--- src/rtl/btn_mode_ctrl.sv ---
// Push-button conditioner: two-flop sync, per-button debounce, press pulses and the movement-mode register.
// Define BTN_MODE_CYCLE_EN to make the centre button step through the modes instead of forcing CYLON.
//
//   state  | meaning
//   CYLON  | 2'b00, bounce back and forth
//   R_TO_L | 2'b01, sweep right to left
//   L_TO_R | 2'b10, sweep left to right
module btn_mode_ctrl #(
    parameter logic [23:0] DEBOUNCE_CYCLES = 24'd1_000_000,
    parameter logic [1:0]  MODE_RESET      = 2'b00
) (
    input  logic       clk,
    input  logic       rst,
    input  logic       btnC,
    input  logic       btnL,
    input  logic       btnR,
    output logic [2:0] btn_db,
    output logic [2:0] press,
    output logic [1:0] mode,
    output logic       mode_changed
);

    localparam int CW = $clog2({8'd0, DEBOUNCE_CYCLES} + 32'd1);
    localparam logic [CW-1:0] CNT_TC = CW'({8'd0, DEBOUNCE_CYCLES} - 32'd1);

    typedef enum logic [1:0] {
        CYLON  = 2'b00,
        R_TO_L = 2'b01,
        L_TO_R = 2'b10
    } state_e;

    logic [2:0]    raw;
    logic [2:0]    s1_q, s2_q;
    logic [2:0]    db_q, db_d, db_dly_q;
    logic [2:0]    press_q;
    logic [CW-1:0] cnt_q [3];
    logic [CW-1:0] cnt_d [3];
    state_e        state_q, state_d;
    logic          mode_changed_q, mode_changed_d;

    // Channel order is {L,C,R} throughout.
    assign raw = {btnL, btnC, btnR};

    always_ff @(posedge clk or posedge rst) begin
        if (rst) begin
            s1_q           <= '0;
            s2_q           <= '0;
            db_q           <= '0;
            db_dly_q       <= '0;
            press_q        <= '0;
            for (int i = 0; i < 3; i++) cnt_q[i] <= '0;
            state_q        <= state_e'(MODE_RESET);
            mode_changed_q <= 1'b0;
        end else begin
            s1_q           <= raw;
            s2_q           <= s1_q;
            db_q           <= db_d;
            db_dly_q       <= db_q;
            press_q        <= db_q & ~db_dly_q;
            for (int i = 0; i < 3; i++) cnt_q[i] <= cnt_d[i];
            state_q        <= state_d;
            mode_changed_q <= mode_changed_d;
        end
    end

    // Any sample agreeing with the debounced level restarts the count.
    always_comb begin
        db_d = db_q;
        for (int i = 0; i < 3; i++) begin
            cnt_d[i] = '0;
            if (s2_q[i] != db_q[i]) begin
                if (cnt_q[i] == CNT_TC) db_d[i] = s2_q[i];
                else                    cnt_d[i] = cnt_q[i] + CW'(1);
            end
        end
    end

    always_comb begin
        state_d = state_q;
        if (press_q[1]) begin
`ifdef BTN_MODE_CYCLE_EN
            case (state_q)
                CYLON:   state_d = R_TO_L;
                R_TO_L:  state_d = L_TO_R;
                default: state_d = CYLON;
            endcase
`else
            state_d = CYLON;
`endif
        end else if (press_q[0]) begin
            state_d = L_TO_R;
        end else if (press_q[2]) begin
            state_d = R_TO_L;
        end
        mode_changed_d = (state_d != state_q);
    end

    assign btn_db       = db_q;
    assign press        = press_q;
    assign mode         = state_q;
    assign mode_changed = mode_changed_q;

endmodule

--- config.mk ---
export PLATFORM = sky130hd
export DESIGN_NAME = btn_mode_ctrl
export DESIGN_NICKNAME = d
export VERILOG_FILES = /design/src/rtl/btn_mode_ctrl.sv
export SDC_FILE = /design/constraint.sdc
export NUM_CORES = 1
export LEC_CHECK = 0
export CAP_MARGIN = 20
export CORE_AREA = 2 2 81 83
export CTS_CLUSTER_SIZE = 30
export DETAILED_ROUTE_END_ITERATION = 7
export DIE_AREA = 0 0 83 85
export PLACE_DENSITY_LB_ADDON = 0.15
export SLEW_MARGIN = 10
export SYNTH_ARGS = -nofsm -noshare
export SYNTH_HDL_FRONTEND = slang
export SYNTH_SLANG_ARGS = --single-unit
--- constraint.sdc ---
create_clock -name clk -period 3.3 [get_ports clk]
set_clock_uncertainty 0.05 [all_clocks]
set_input_delay 0.495 -clock clk [delete_from_list [all_inputs] [get_ports clk]]
set_output_delay 0.495 -clock clk [all_outputs]
set_load 0.02 [all_outputs]
==> summary by stage <==
Layout
Compared with the post-synthesis result, the final layout area differs by 13.8%. The final antenna diode count is 0. The layout has 487 filler cells. The area of combinational cells with multiple inputs is 1560 um^2. Of the cells placed in the final design, the portion with a size suffix greater than 1 is 10.0%. Summing all flip-flop and latch instances after layout gives 1950 um^2.

The finished cells cover 4120 um^2. The final layout contains 383 nets.

Power and ir drop
The leakage power of the design is 1.64 nW. The worst IR drop on VDD is 296 uV. The power per unit of standard cell area is 481 nW/um^2.

Clock network
The number of hold buffers added after CTS is 0. The buffer depth of the longest clock path is 2. The total number of clock tree sinks is 78. For the worst-skew pair, the clock arrives at the later sink with an insertion delay of 0.36 ns. The CTS tree is yes. In this run the post-CTS setup repair buffer count came out at 0. The cell at the root of the clock tree is sky130_fd_sc_hd__clkbuf_8. The clock buffer count from CTS is 9. The clock-pin slew on the worst setup and hold paths is 0.08 ns. The number of cells upsized or downsized after cts is 0. The H-tree was split into 3 levels.

Synthesis
Yosys mapped a number of flops with a built-in enable equal to 0. By count the netlist is led by 78 x sky130_fd_sc_hd__dfrtp_1, 52 x sky130_fd_sc_hd__nor2_1, 27 x sky130_fd_sc_hd__xnor2_1. The net count after synthesis is 367.

Sequential cells were found to cover 53.9% of the synthesized design area. The proportion of synthesized flip-flops having asynchronous set or reset is 100%. Among all cell types in the netlist, the one instantiated most often is sky130_fd_sc_hd__dfrtp_1. The Yosys step of the flow raised 0 warnings. Among all flip-flop cells after synthesis, the most frequent one is sky130_fd_sc_hd__dfrtp_1. The biggest area contributor in the post-synthesis netlist is sky130_fd_sc_hd__dfrtp_1. In the post-synthesis netlist, the biggest area contributors are sky130_fd_sc_hd__dfrtp_1 54%, sky130_fd_sc_hd__xnor2_1 6.5%, sky130_fd_sc_hd__nor2_1 5.4%, sky130_fd_sc_hd__nand3_1 3.3%, sky130_fd_sc_hd__xor2_1 3.1%. The mean post-synth cell area is 10.1 um^2. The synthesized design devotes to its leading area cell type 53.9% of total area. Summing every instance area after synthesis gives 3620 um^2. The count of different cell masters after synthesis is 39.

The synthesized instance count is 359. Synthesis inferred 78 register bits.

Worst setup path
The first element of the critical path is cnt_q[17]$_DFF_PP0_. The category of the worst setup path capture point is a register. Along the worst path, the maximum fanout reaches 12. For the worst setup path, the data required time is 3.49 ns. The master of the slowest instance on the critical path is sky130_fd_sc_hd__or4b_2.

The startpoint identified for the worst register-to-register timing path is cnt_q[17]$_DFF_PP0_. In this design, the stage delay of the slowest critical-path cell is 0.65 ns. The critical path is of the reg -> reg type. Walking the worst path, the cells encountered are nand3_1 > or4b_2 > o31ai_2 > buf_4 > nor2_1. STA classifies the critical path startpoint as a register.

Data arrives at the worst endpoint at 2.44 ns.

Floorplan
The die outline height is 85 um. Once the floorplan was initialized, standard cells occupied 58.3% of the core. The boundary pin count is 14. The width of the die is 83 um. The number of placement rows is 29. The die covers 7060 um^2.

The area of the core is 6200 um^2.

Global routing
The via count of the first global-routing pass is 2614. The initial antenna violation count was 0. The first-pass GRT wire length is 11.7 mm.

Summed over all layers, the global routing overflow is 0. Entering global routing, the biggest net connects 41 pins. Across every metal layer, demand over resource in global routing totals 20.7%.

STA
The pin slew with the least headroom to its limit is 0.835 ns. The final number of max-transition violations is 0. The accumulated negative setup slack is 0 ns. The smallest clock period supported by the final layout is computed as 2.25 ns. The highest clock rate is 445 MHz. The smallest setup slack after layout is 1.05 ns.

The worst max-slew margin expressed relative to the limit is 44.3%. The period utilization is 68.1%. Setup repair after global routing left no endpoint under its margin. The final setup violation count is 0. The final hold violation count was 0.

Detailed routing
In this run, the number of DRC markers left after iteration 0 of detailed routing was 126. In the routed design, unresolved DRC markers number 0. The detailed-routing iteration count for the pre-antenna-repair pass is 4. Dividing the detail-routed via count by the number of cells gives 5.75.

The total number of vias is 2628. In the final routed layout, each cell accounts on average for 14.4 um. Wires add up to 6.56 mm. The final antenna-violating net count is 0.

Placed design
Routability-driven placement finished with a final weighted congestion of 0.793. Once detailed placement completed, the half-perimeter wirelength came to 4.37 mm. The total of buffers placed on input and output ports is 13. The cell area reported after detailed placement is 3850 um^2. Before CTS, the worst setup slack after placement is 1.07 ns.

Worst hold path
The path category of the worst min-delay check is reg -> reg. In this run the most critical hold path is launched from s1_q[1]$_DFF_PP0_.

Run status
The flow ran to the end, and the final reports show no timing, DRC or antenna violations.

Job
The tool flagged a number of max-cap violations equal to 0.
==> worst paths after layout <==
path / end / slack (ns) / cells past startpoint
max reg2reg: cnt_q[11]$_DFF_PP0_ / 1.05 / 5
max in group asynchronous: btn_db[2]$_DFFE_PP0P_ / 1.94 / 3
min in group asynchronous: press[2]$_DFF_PP0_ / 0.57 / 2
min: s2_q[1]$_DFF_PP0_ / 0.31 / 0
max: cnt_q[11]$_DFF_PP0_ / 1.05 / 5
min reg2reg: s2_q[1]$_DFF_PP0_ / 0.31 / 0
==> cells in the final DEF (no fill, tap or decap), drive strengths merged <==
master | netlist | routed
nor4 | 9 | 9
clkinv | 0 | 1
and3 | 3 | 3
nand4 | 11 | 11
or2 | 2 | 2
inv | 19 | 20
a21o | 1 | 1
xnor2 | 27 | 27
or4b | 3 | 3
nand4b | 1 | 1
or4 | 13 | 13
xor2 | 13 | 13
nor3 | 12 | 12
o31ai | 9 | 9
and4 | 2 | 2
nand3 | 25 | 25
clkdlybuf4s50 | 0 | 13
o21ai | 5 | 5
ha | 3 | 3
buf | 6 | 4
or3 | 6 | 6
o41ai | 4 | 4
a31o | 1 | 1
nand4bb | 1 | 1
a21oi | 20 | 20
nor2 | 52 | 52
nor2b | 3 | 3
bufinv | 0 | 4
dfrtp | 78 | 78
nand2 | 16 | 16
clkinvlp | 0 | 1
clkbuf | 6 | 9
mux2 | 3 | 3
nor4b | 2 | 2
and2 | 2 | 2
o32a | 1 | 1
==> kinds of logic (layout without fill, tap and decap cells) <==
kind of cell               Yosys count  count (layout)  share of synthesized area (%)
buffers and inverters               31              52                           3.42
and+or+nand+nor                    163             163                           23.9
AOI/OAI and AO/OA                   41              41                           7.12
adders and majority gates            3               3                           1.04
xor gates and xnor gates            40              40                           9.68
muxes                                3               3                          0.934
DFF                                 78              78                           53.9
==> registers in the layout, indices dropped and copies added, names as in the netlist <==
name and count:
btn_db 3, mode_changed 1, s1_q 3, press 3, cnt_q 60, mode 2
db_dly_q 3, s2_q 3
==> where the power goes <==
group,leakage [nW],internal (W),switching (W)
Combinational,0.442,0.0000199,0.0000398
Sequential,1.07,0.000967,0.0000117
Clock,0.130,0.000583,0.000359
==> routing by layer <==
metal	vias up	GRT usage [%]	part of all wire, %
met5	-	0	0
met4	0	7.75	1.0
met3	5	6.23	3.9
met2	50	33.3	49
met1	1279	26.8	46
li1	1294	-	-
==> critical path, delay by kind of cell, from the launching register on <==
family | cells | cell delay (ns)
compound gates | 1 | 0.55
simple gates | 3 | 0.85
flops | 1 | 0.39
buf+inv | 1 | 0.30
==> final cells by class <==
type / count / share of cell area [%]
sequential: 78 / 47.4
multi-input combinational: 250 / 37.8
timing repair buffer: 17 / 4.19
clock inverter: 7 / 3.53
clock buffer: 9 / 3.01
tap: 77 / 2.34
inverter: 19 / 1.73
==> stage by stage <==
step | util [%] | cells | total power (W) | hold WS, ns
after global routing | 66.3 | 457 | 0.00206 | 0.321
after floorplan | - | 359 | 0.00104 | 0.281
after CTS | 66.3 | 457 | 0.00200 | 0.315
after global placement | 62.0 | 441 | 0.00106 | 0.282
after detailed placement | 62.0 | 441 | 0.00106 | 0.293
final | 66.3 | 457 | 0.00198 | 0.311
Power figures use the tool's default switching activity.
